`config.mk`:
```
export PLATFORM = sky130hd
export DESIGN_NAME = jt12_host_writer
export DESIGN_NICKNAME = d
export VERILOG_FILES = /design/src/rtl/jt12_host_pkg.sv /design/src/rtl/jt12_host_fifo.sv /design/src/rtl/jt12_host_writer.sv
export SDC_FILE = /design/constraint.sdc
export NUM_CORES = 1
export LEC_CHECK = 0
export BUFFER_PORTS_ARGS = -buffer_cell sky130_fd_sc_hd__buf_2
export CAP_MARGIN = 40
export CORE_ASPECT_RATIO = 1.5
export CORE_MARGIN = 1.5
export CORE_UTILIZATION = 55
export DETAILED_ROUTE_END_ITERATION = 8
export HOLD_SLACK_MARGIN = 0.03
export MAX_ROUTING_LAYER = met4
export PLACE_DENSITY = 0.72
export RECOVER_POWER = 100
export SLEW_MARGIN = 20
export SYNTH_ARGS = -nofsm -noshare
export SYNTH_HDL_FRONTEND = slang
export SYNTH_SLANG_ARGS = --single-unit
```
`constraint.sdc`:
```
create_clock -name clk -period 2.8 [get_ports clk]
set_input_delay 0.28 -clock clk [delete_from_list [all_inputs] [get_ports clk]]
set_output_delay 0.28 -clock clk [all_outputs]
set_load 0.02 [all_outputs]
```
`src/rtl/jt12_host_pkg.sv`:
```
// Shared types and entry layout for the JT12 host-side register writer.
// An entry is {part, reg[7:0], data[7:0]} packed into 17 bits.
package jt12_host_pkg;

  typedef enum logic [2:0] {
    ST_IDLE     = 3'd0,
    ST_ADDR_HI  = 3'd1,
    ST_ADDR_LO  = 3'd2,
    ST_DATA_HI  = 3'd3,
    ST_DATA_LO  = 3'd4,
    ST_SETTLE_W = 3'd5,
    ST_BUSY_W   = 3'd6
  } wr_state_e;

  localparam int ENTRY_W  = 17;
  localparam int PART_BIT = 16;
  localparam int REG_MSB  = 15;
  localparam int REG_LSB  = 8;
  localparam int DATA_MSB = 7;

  // {part, reg}: the chip-side register address an entry targets
  function automatic logic [8:0] entry_addr(input logic [ENTRY_W-1:0] e);
    return e[PART_BIT:REG_LSB];
  endfunction

endpackage

```
`src/rtl/jt12_host_fifo.sv`:
```
// Single-clock FIFO holding queued register writes; flush empties it at the next edge
// and drops any push offered in the same cycle.
module jt12_host_fifo
  import jt12_host_pkg::*;
#(
  parameter int DEPTH_LOG2 = 4,
  parameter int WIDTH      = ENTRY_W
) (
  input  logic                  clk,
  input  logic                  rst,
  input  logic                  push_i,
  input  logic                  pop_i,
  input  logic                  flush_i,
  input  logic [WIDTH-1:0]      wdata_i,
  output logic [WIDTH-1:0]      rdata_o,
  output logic [DEPTH_LOG2:0]   level_o,
  output logic                  ready_o,
  output logic                  empty_o,
  output logic                  empty_next_o
);

  localparam int DEPTH = 2 ** DEPTH_LOG2;
  localparam logic [DEPTH_LOG2:0] LEVEL_FULL = (DEPTH_LOG2 + 1)'(DEPTH);

  logic [WIDTH-1:0]      mem_q [DEPTH];
  logic [DEPTH_LOG2-1:0] wr_ptr_q, rd_ptr_q;
  logic [DEPTH_LOG2:0]   level_q, level_d;
  logic                  ready_q, empty_q;
  logic                  do_push, do_pop;

  assign do_push = push_i && ready_q && !flush_i;
  assign do_pop  = pop_i && !empty_q && !flush_i;
  assign level_d = flush_i ? '0
                 : level_q + (DEPTH_LOG2 + 1)'(do_push) - (DEPTH_LOG2 + 1)'(do_pop);

  // NOTE: storage has no reset; only the pointers and level define which words are valid.
  always_ff @(posedge clk) begin
    if (do_push) mem_q[wr_ptr_q] <= wdata_i;
  end

  // NOTE: sequential state uses non-blocking assignments so all flops update together.
  always_ff @(posedge clk) begin
    if (rst) begin
      wr_ptr_q <= '0;
      rd_ptr_q <= '0;
      level_q  <= '0;
      ready_q  <= 1'b1;
      empty_q  <= 1'b1;
    end else begin
      if (flush_i) begin
        wr_ptr_q <= '0;
        rd_ptr_q <= '0;
      end else begin
        if (do_push) wr_ptr_q <= wr_ptr_q + 1'b1;
        if (do_pop)  rd_ptr_q <= rd_ptr_q + 1'b1;
      end
      level_q <= level_d;
      ready_q <= (level_d != LEVEL_FULL);
      empty_q <= (level_d == '0);
    end
  end

  assign rdata_o      = mem_q[rd_ptr_q];
  assign level_o      = level_q;
  assign ready_o      = ready_q;
  assign empty_o      = empty_q;
  assign empty_next_o = (level_d == '0);

endmodule

```
`src/rtl/jt12_host_writer.sv`:
```
// Replays queued JT12 register writes as address/data strobe pairs, then waits for busy.
// Optional JT12_WR_ADDR_CACHE_EN skips the address phase when the address is unchanged.
module jt12_host_writer
  import jt12_host_pkg::*;
#(
  parameter int DEPTH_LOG2 = 4,
  parameter int HOLD       = 2,
  parameter int SETTLE     = 2,
  parameter int TIMEOUT    = 1023
) (
  input  logic                  clk,
  input  logic                  rst,
  input  logic                  cmd_valid_i,
  output logic                  cmd_ready_o,
  input  logic                  cmd_part_i,
  input  logic [7:0]            cmd_reg_i,
  input  logic [7:0]            cmd_data_i,
  input  logic                  flush_i,
  output logic [1:0]            ym_addr_o,
  output logic [7:0]            ym_din_o,
  output logic                  ym_write_o,
  input  logic                  ym_busy_i,
  output logic                  idle_o,
  output logic [DEPTH_LOG2:0]   fifo_level_o,
  output logic                  timeout_err_o,
  input  logic                  clr_err_i
);

  localparam int CNT_W = $clog2(TIMEOUT + HOLD + SETTLE + 1);
  localparam logic [CNT_W-1:0] HOLD_LAST    = CNT_W'(HOLD - 1);
  localparam logic [CNT_W-1:0] SETTLE_LAST  = CNT_W'(SETTLE - 1);
  localparam logic [CNT_W-1:0] TIMEOUT_LAST = CNT_W'(TIMEOUT - 1);

  wr_state_e            state_q, state_d;
  logic [CNT_W-1:0]     cnt_q, cnt_d;
  logic [ENTRY_W-1:0]   held_q, held_d;
  logic [1:0]           addr_q, addr_d;
  logic [7:0]           din_q, din_d;
  logic                 write_q, write_d;
  logic                 idle_q;
  logic                 err_q, err_d;

  logic [ENTRY_W-1:0]   fifo_rdata;
  logic                 fifo_pop, fifo_ready, fifo_empty, fifo_empty_next;
  logic [DEPTH_LOG2:0]  fifo_level;
  logic                 seq_timeout;
  logic                 cache_hit;

  jt12_host_fifo #(
    .DEPTH_LOG2 (DEPTH_LOG2),
    .WIDTH      (ENTRY_W)
  ) u_fifo (
    .clk          (clk),
    .rst          (rst),
    .push_i       (cmd_valid_i),
    .pop_i        (fifo_pop),
    .flush_i      (flush_i),
    .wdata_i      ({cmd_part_i, cmd_reg_i, cmd_data_i}),
    .rdata_o      (fifo_rdata),
    .level_o      (fifo_level),
    .ready_o      (fifo_ready),
    .empty_o      (fifo_empty),
    .empty_next_o (fifo_empty_next)
  );

`ifdef JT12_WR_ADDR_CACHE_EN
  logic       cache_valid_q;
  logic [8:0] cache_addr_q;
  logic       seq_ok;

  assign seq_ok    = (state_q == ST_BUSY_W) && !ym_busy_i;
  assign cache_hit = cache_valid_q && (cache_addr_q == entry_addr(fifo_rdata));

  // A flush in the same cycle as a completion still invalidates
  always_ff @(posedge clk) begin
    if (rst) begin
      cache_valid_q <= 1'b0;
      cache_addr_q  <= '0;
    end else if (flush_i || seq_timeout) begin
      cache_valid_q <= 1'b0;
    end else if (seq_ok) begin
      cache_valid_q <= 1'b1;
      cache_addr_q  <= entry_addr(held_q);
    end
  end
`else
  assign cache_hit = 1'b0;
`endif

  always_comb begin
    // NOTE: every signal driven here gets a default first, so no latch can be inferred.
    state_d     = state_q;
    cnt_d       = cnt_q + CNT_W'(1);
    held_d      = held_q;
    addr_d      = addr_q;
    din_d       = din_q;
    write_d     = write_q;
    fifo_pop    = 1'b0;
    seq_timeout = 1'b0;

    case (state_q)
      ST_IDLE: begin
        cnt_d = '0;
        if (!fifo_empty && !flush_i) begin
          fifo_pop = 1'b1;
          held_d   = fifo_rdata;
          write_d  = 1'b1;
          if (cache_hit) begin
            state_d = ST_DATA_HI;
            addr_d  = {fifo_rdata[PART_BIT], 1'b1};
            din_d   = fifo_rdata[DATA_MSB:0];
          end else begin
            state_d = ST_ADDR_HI;
            addr_d  = {fifo_rdata[PART_BIT], 1'b0};
            din_d   = fifo_rdata[REG_MSB:REG_LSB];
          end
        end
      end
      ST_ADDR_HI: if (cnt_q == HOLD_LAST) begin
        write_d = 1'b0;
        state_d = ST_ADDR_LO;
        cnt_d   = '0;
      end
      ST_ADDR_LO: if (cnt_q == HOLD_LAST) begin
        addr_d  = {held_q[PART_BIT], 1'b1};
        din_d   = held_q[DATA_MSB:0];
        write_d = 1'b1;
        state_d = ST_DATA_HI;
        cnt_d   = '0;
      end
      ST_DATA_HI: if (cnt_q == HOLD_LAST) begin
        write_d = 1'b0;
        state_d = ST_DATA_LO;
        cnt_d   = '0;
      end
      ST_DATA_LO: if (cnt_q == HOLD_LAST) begin
        state_d = ST_SETTLE_W;
        cnt_d   = '0;
      end
      ST_SETTLE_W: if (cnt_q == SETTLE_LAST) begin
        state_d = ST_BUSY_W;
        cnt_d   = '0;
      end
      ST_BUSY_W: begin
        if (!ym_busy_i) begin
          state_d = ST_IDLE;
          cnt_d   = '0;
        end else if (cnt_q == TIMEOUT_LAST) begin
          seq_timeout = 1'b1;
          state_d     = ST_IDLE;
          cnt_d       = '0;
        end
      end
      default: begin
        state_d = ST_IDLE;
        cnt_d   = '0;
      end
    endcase

    // A timeout in the same cycle as clr_err leaves the flag set
    err_d = seq_timeout ? 1'b1 : (clr_err_i ? 1'b0 : err_q);
  end

  always_ff @(posedge clk) begin
    if (rst) begin
      state_q <= ST_IDLE;
      cnt_q   <= '0;
      held_q  <= '0;
      addr_q  <= '0;
      din_q   <= '0;
      write_q <= 1'b0;
      idle_q  <= 1'b1;
      err_q   <= 1'b0;
    end else begin
      state_q <= state_d;
      cnt_q   <= cnt_d;
      held_q  <= held_d;
      addr_q  <= addr_d;
      din_q   <= din_d;
      write_q <= write_d;
      idle_q  <= (state_d == ST_IDLE) && fifo_empty_next;
      err_q   <= err_d;
    end
  end

  assign cmd_ready_o   = fifo_ready;
  assign fifo_level_o  = fifo_level;
  assign ym_addr_o     = addr_q;
  assign ym_din_o      = din_q;
  assign ym_write_o    = write_q;
  assign idle_o        = idle_q;
  assign timeout_err_o = err_q;

endmodule

```
==> results.md, run 1 <==
- Status: finished clean
- Initial antenna violation count: 1
- Layout Utilization: 0.629
- Post-Route WL: 26600 um
- Die area: 24000 um2
- Layout cells sized above 1: 0.184
- Die width: 127 um
- Seq cells post-synth: 327
- Final worst-path cycle share: 0.956
- Syn_nets: 747
- Hold EP: timeout_err_o
- Netlist cell types: 48
- CTS root buf: clkbuf_16
- Post-Route Setup TNS: 0 ns
- WHS Path Cells: 4
- Max incr delay on CP: 0.41 ns
- Post-DP HPWL: 16700 um
- Vias in the first global route: 7057
- Port Buffers: 41
- Register area share after synthesis: 0.730
- Critical Path Most Common Cell: nand2b_1
- Cell Rows: 67
- Crit start category: flop
- Area Growth Syn to Fin: 11.3%
- Critical path's top delay family: simple AND/OR/NAND/NOR gates
- Total gr overflow: 0
- Worst reg2reg path endpoint: idle_o
- Final setup fails: 0
- CP endpoint kind: flop
- Share of flip-flops with an asynchronous set or reset: 0
- Post-synth EDFFs: 272
- Largest net degree at the start of global routing: 41
- Pins over their slew limit: 0
- Critical Path RT: 3.26 ns
- Max Clock Freq: 374 MHz
- M1 WL: 10100 um
- # nets final: 820
- Clock latency at the later pin of the worst-skew pair: 0.54 ns
- Core area: 22500 um2
- Initial Utilization: 0.565
- Total track usage: 0.234
- Mean post-synth cell area: 17.8 um2
- Vias: 6763
- Tightest hold margin: 0.0595 ns
- Worst IR Drop VDD: 422 uV
- Worst Hold Class: in -> reg
- Post-route insts no fill: 1082
- DIE HEIGHT: 189 um
- ANT nets after route: 0
- Routed wl met3: 1370 um
- WL met2: 14500 um
- Post-Place Cell Area: 13400 um2
- Max Used Layer: met4
- RSZ-0062 raised after global routing: no
- Synth Flop Type: edfxtp_1
- Crit-path cells: or3_4 > nor3_4 > nand2b_1 > nand2_1 > ha_1 > inv_1 > fa_1 > nand2b_1 > a21oi_1 > xnor2_1 > a41oi_2 > a211oi_2
- Slew headroom: 0.126
- CP arrival: 3.14 ns
- First-pass DRT Iterations: 5
- First-pass GRT wire length: 40600 um
- Hold Path Origin: clr_err_i
- Clock transition at path regs: 0.06 ns
- Fillers: 1579
- Final hold vios: 0
- Pwr Density: 686 nW/um2
- R2r worst-path depth: 12
- Reg2reg setup slack: 0.12 ns
- DRC viols: 0
- Leakage: 4.49 nW
- Max Cap Viol: 0
- Drt wl/cell: 24.6 um
- Most frequent cells in the layout: 272 x edfxtp_1, 65 x mux4_2, 54 x nor2_1, 54 x dfxtp_1, 52 x a21oi_1
- Gpl congestion: 0.833
- Final instance area: 14100 um2
- H-tree depth: 1
- Ports: 42
- Cell area after synthesis: 12700 um2
- Synth warn: 0
- Max Clock Skew: 0.0147 ns
- CP Buf/Inv Count: 1
- Crit-path max FO: 3
- Leading cell type in the layout, fill and taps excluded: edfxtp_1
- Via density per instance: 6.25
- Num CTS Buffers: 29
- Num Clock Sinks: 327
- CTS tree: done
- Worst Setup Path Type: reg -> reg
- Final min period: 2.68 ns
- DP Cell Count: 1025
- CTS Buffer Depth: 3
- Least-Margin Pin Slew: 1.31 ns
- CP max-delay cell: or3_4
- Syn Inst Count: 711
- Worst r2r src: state_q[2]
- Initial drt markers: 486
[worst max path at each step]
stage	cells past startpoint	from	to	slack [ns]
4_1_cts	12	state_q[2]	idle_o	0.10
6_report	12	state_q[2]	idle_o	0.12
3_5_place_dp	12	state_q[2]	idle_o	0.12
3_3_place_gp	12	state_q[2]	idle_o	0.23
2_1_floorplan	13	state_q[0]	idle_o	0.09
5_1_grt	12	state_q[2]	idle_o	0.01
[registers in the layout, indices dropped and copies added, names as in the netlist, 2 cells and up, named ones only]
name,count
cnt_q,11
held_q,9
state_q,3
u_fifo.level_o,5
u_fifo.mem_q,272
u_fifo.rd_ptr_q,4
u_fifo.wr_ptr_q,4
ym_addr_o,2
ym_din_o,8
[tightest hold or removal path, cell delays in order]
cell and delay [ns]:
buf_2 0.10, inv_1 0.04, a21oi_1 0.06, nor2_1 0.07
[cell type report]
cell class | count | area (um2) | area share
antenna | 1 | 2.50 | 0.000177
tap | 276 | 345 | 0.0245
timing repair buffer | 79 | 413 | 0.0292
multi-input combinational | 332 | 3170 | 0.224
clock inverter | 17 | 86.3 | 0.00611
sequential | 327 | 9270 | 0.656
inverter | 15 | 56.3 | 0.00399
clock buffer | 35 | 781 | 0.0553
[kinds of logic (layout without fill, tap and decap cells)]
group,count (synthesis),count (layout),share of synthesized area
buffers and inverters,52,146,0.0217
AOI/OAI and AO/OA,108,108,0.0517
other,0,1,0
muxes,71,71,0.124
DFF,327,327,0.730
adders and majority gates,13,13,0.0134
and+or+nand+nor,120,120,0.0450
xor gates and xnor gates,20,20,0.0138
[where the power goes]
group / internal [mW] / switching (mW)
clock: 1.98 / 1.64
combinational: 0.244 / 0.412
sequential: 5.36 / 0.0580
total: 7.58 / 2.11
[timing repair]
action | in CTS | in global routing
buffers inserted | 0 | 1
hold endpoints to repair | 1 | 0
hold buffers | 1 | 0
resized for setup | 0 | 2
endpoints found under the setup margin | 0 | 2
[Yosys cell counts, types with 2 or more instances]
| cell | instances | area [um2] |
|---|---|---|
| edfxtp_1 | 272 | 8170 |
| mux4_2 | 65 | 1460 |
| nor2_1 | 58 | 218 |
| dfxtp_1 | 55 | 1100 |
| a21oi_1 | 52 | 260 |
| a22oi_1 | 34 | 255 |
| nand2_1 | 20 | 75.1 |
| inv_1 | 15 | 56.3 |
| ha_1 | 12 | 150 |
| o21ai_0 | 12 | 60.1 |
| xor2_1 | 12 | 105 |
| clkbuf_1 | 11 | 41.3 |
| buf_2 | 10 | 50.1 |
| buf_1 | 8 | 30.0 |
| xnor2_1 | 8 | 70.1 |
| nor2b_1 | 6 | 37.5 |
| nor3_1 | 6 | 30.0 |
| nand3_1 | 5 | 25.0 |
| nand4_1 | 5 | 31.3 |
| nand2b_1 | 4 | 25.0 |
| mux2i_1 | 3 | 30.0 |
| mux4_1 | 3 | 78.8 |
| a41oi_1 | 2 | 17.5 |
| and2_1 | 2 | 12.5 |
| and3_1 | 2 | 12.5 |
| buf_12 | 2 | 40.0 |
| buf_4 | 2 | 15.0 |
| buf_6 | 2 | 22.5 |
| nor4_1 | 2 | 12.5 |
| o211ai_1 | 2 | 15.0 |
| or3_1 | 2 | 12.5 |
[per-stage QoR]
stage / power (mW) / worst slack, ns
finish: 9.69 / 0.123
global placement: 6.14 / 0.227
CTS: 9.76 / 0.100
global route: 10.0 / 0.0139
floorplan: 5.95 / 0.0892
detailed placement: 6.17 / 0.122
[metal layers]
metal,vias up,GRT usage
met1,3507,0.284
met4,0,0.0603
met3,46,0.0294
li1,2955,-
met5,-,-
met2,255,0.416
No activity file was read; power rests on OpenSTA's default activity.
==> inputs of run 2 (changes only) <==
- SYNTH_HIERARCHICAL: default -> 1
==> results.md, run 2 <==
- Post-Route Setup TNS: 0 ns (unchanged)
- Num Clock Sinks: 327 (unchanged)
- CP endpoint kind: flop (unchanged)
- Largest family of logic cells by synthesized area: multiplexers (unchanged)
- Initial drt markers: 614 (was 486)
- Register area share after synthesis: 0.722 (was 0.730)
- Hold EP: timeout_err_o (unchanged)
- Biggest regs: u_fifo/mem_q x272, cnt_q x11, held_q x9 (was u_fifo.mem_q x272, cnt_q x11, held_q x9)
- Pre-CTS setup slack: 0.0983 ns (was 0.122 ns)
- Hold Path Origin: clr_err_i (unchanged)
- Worst IR Drop VDD: 386 uV (was 422 uV)
- Worst Hold Class: in -> reg (unchanged)
- CTS tree: done (unchanged)
- # nets final: 836 (was 820)
- Worst setup path startpoint: state_q[1] (was state_q[2])
- Clock latency at the later pin of the worst-skew pair: 0.54 ns (about the same)
- Post-Place Cell Area: 13600 um2 (was 13400 um2)
- Die width: 128 um (was 127 um)
- Mux contribution to synthesized area: 0.131 (was 0.124)
- H-tree depth: 1 (unchanged)
- Max Clock Skew: 0.0123 ns (was 0.0147 ns)
- Syn_nets: 761 (was 747)
- Count leader, synth: edfxtp_1 (unchanged)
- Layout cells sized above 1: 0.193 (was 0.184)
- Post-Route WL: 27100 um (was 26600 um)
- Cell area after synthesis: 12800 um2 (was 12700 um2)
- Synth top area cells: edfxtp_1 64%, mux4_2 10%, dfxtp_1 8.6% (was edfxtp_1 64%, mux4_2 12%, dfxtp_1 8.7%)
- Critical Path RT: 3.22 ns (was 3.26 ns)
- Syn Inst Count: 725 (was 711)
- CTS root buf: clkbuf_16 (unchanged)
- Vias: 6773 (was 6763)
- Max reg flops: 272 (unchanged)
- Final hold vios: 0 (unchanged)
- Layout Utilization: 0.627 (was 0.629)
- First-pass DRT Iterations: 5 (unchanged)
- Area leader, netlist: edfxtp_1 (unchanged)
- Post-route insts no fill: 1104 (was 1082)
- DRC viols: 0 (unchanged)
- Total power: 9.44 mW (was 9.69 mW)
- Max Cap Viol: 0 (unchanged)
- Final setup fails: 0 (unchanged)
- Initial Utilization: 0.559 (was 0.565)
- XOR/XNOR Fraction of Synth Area: 0.0143 (was 0.0138)
- Synth warn: 6 (was 0)
- Post-DP HPWL: 16900 um (was 16700 um)
- R2r worst-path depth: 12 (unchanged)
- Post-synth EDFFs: 272 (unchanged)
- Drt wl/cell: 24.5 um (was 24.6 um)
- Port Buffers: 41 (unchanged)
- Leading cell type in the layout, fill and taps excluded: edfxtp_1 (unchanged)
- Status: finished clean (unchanged)
- Core area: 23000 um2 (was 22500 um2)
- Setup WS post-layout: 0.0871 ns (was 0.123 ns)
- Via density per instance: 6.13 (was 6.25)
- Area Growth Syn to Fin: 12.1% (was 11.3%)
- Worst reg2reg path endpoint: u_fifo/ready_o (was idle_o)
- Pwr Density: 656 nW/um2 (was 686 nW/um2)
- Max Clock Freq: 369 MHz (was 374 MHz)
- Total track usage: 0.239 (was 0.234)
- WHS Path Cells: 4 (unchanged)
- DP Cell Count: 1048 (was 1025)
- Synth Area in Simple Gates: 0.0565 (was 0.0450)
- Initial antenna violation count: 1 (unchanged)
- Adder-cell share of the synthesized area: 0.0132 (was 0.0134)
- Tightest hold margin: 0.0527 ns (was 0.0595 ns)
- Reg2reg setup slack: 0.09 ns (was 0.12 ns)
- Largest net degree at the start of global routing: 28 (was 41)
- First-pass GRT wire length: 41500 um (was 40600 um)
- Biggest register: u_fifo/mem_q (was u_fifo.mem_q)
- Vias in the first global route: 7110 (was 7057)
- Crit start category: flop (unchanged)
- ANT nets after route: 0 (unchanged)
- Synth Area in Compound Gates: 0.0430 (was 0.0517)
- Mean post-synth cell area: 17.7 um2 (was 17.8 um2)
- Synth Flop Type: edfxtp_1 (unchanged)
- Most frequent cells in the layout: 272 x edfxtp_1, 59 x clkbuf_1, 59 x mux4_2, 54 x nand2_1, 53 x dfxtp_1 (was 272 x edfxtp_1, 65 x mux4_2, 54 x nor2_1, 54 x dfxtp_1, 52 x a21oi_1)
- CTS Buffer Depth: 3 (unchanged)
- Final worst-path cycle share: 0.969 (was 0.956)
- Clock transition at path regs: 0.06 ns (about the same)
- Crit-path max FO: 4 (was 3)
- DIE HEIGHT: 190 um (was 189 um)
- Synth top area share: 0.636 (was 0.644)
- Die area: 24300 um2 (was 24000 um2)
- Least-Margin Pin Slew: 1.40 ns (was 1.31 ns)
- Worst r2r src: state_q[1] (was state_q[2])
- Cell Rows: 68 (was 67)
- Slew headroom: 0.0676 (was 0.126)
- Num CTS Buffers: 29 (unchanged)
- Synth top cells by count: 272 x edfxtp_1, 59 x mux4_2, 58 x nor2_1 (was 272 x edfxtp_1, 65 x mux4_2, 58 x nor2_1)
- Share of flip-flops with an asynchronous set or reset: 0 (unchanged)
- Final min period: 2.71 ns (was 2.68 ns)
- Pins over their slew limit: 0 (unchanged)
- Leakage: 4.61 nW (was 4.49 nW)
- Gpl congestion: 0.860 (was 0.833)
- Netlist cell types: 55 (was 48)
- Total gr overflow: 0 (unchanged)
- CP arrival: 3.13 ns (was 3.14 ns)
- Hold buffers post-CTS: 0 (was 1)
- Ports: 42 (unchanged)
- Final instance area: 14400 um2 (was 14100 um2)
- Seq cells post-synth: 327 (unchanged)
- Worst Setup Path Type: reg -> reg (unchanged)
==> run 2: worst max-delay path, cell delays in order (launching register included) <==
cell and delay [ns]:
dfxtp_2 0.33, nor3_4 0.19, nand2_1 0.12, inv_2 0.09
nand2b_4 0.08, xnor2_2 0.11, nor2_1 0.06, ha_2 0.19
fa_2 0.41, a21o_1 0.21, a21oi_2 0.16, xnor2_2 0.12
or4b_1 0.52
==> run 2: where the power goes <==
part           switching, mW  total [mW]  internal, mW
logic                  0.156       0.223        0.0676
clock network           1.65        3.90          2.25
registers             0.0167        5.31          5.30
total                   1.82        9.44          7.61
==> run 2: timing repair <==
item / CTS / global route
setup buffers: 0 / 1
endpoints found under the setup margin: 0 / 2
gates resized for setup: 0 / 6
==> run 2: cell families after synthesis <==
family                     after synthesis
and+or+nand+nor                        156
DFF                                    327
adders and majority gates               13
AOI/OAI and AO/OA                       77
xor gates and xnor gates                21
muxes                                   79
buffers and inverters                   52
==> run 2: how the worst max path moves through the flow <==
| stage | slack, ns | to |
|---|---|---|
| final | 0.09 | u_fifo/ready_o |
| after global routing | -0.009 | u_fifo/ready_o |
| after CTS | 0.09 | u_fifo/ready_o |
| after detailed placement | 0.1 | u_fifo/ready_o |
| after global placement | 0.17 | u_fifo/ready_o |
| after floorplan | 0.001 | u_fifo/ready_o |
==> run 2: layout make-up <==
class	count	area, um2
clock inverters	13	120
clock buffers	40	828
inverters	14	52.6
repair buffers	82	424
multi-input cells	346	3340
fillers	1585	8570
well taps	280	350
diodes	2	5.00
flip-flops and latches	327	9270
==> run 2: per-layer routing <==
layer	wire, um	track usage	vias to the layer above
li1	-	-	2996
met3	1590	0.0307	69
met4	1000	0.0925	0
met1	9840	0.277	3464
met2	14700	0.424	244
met5	0	-	-
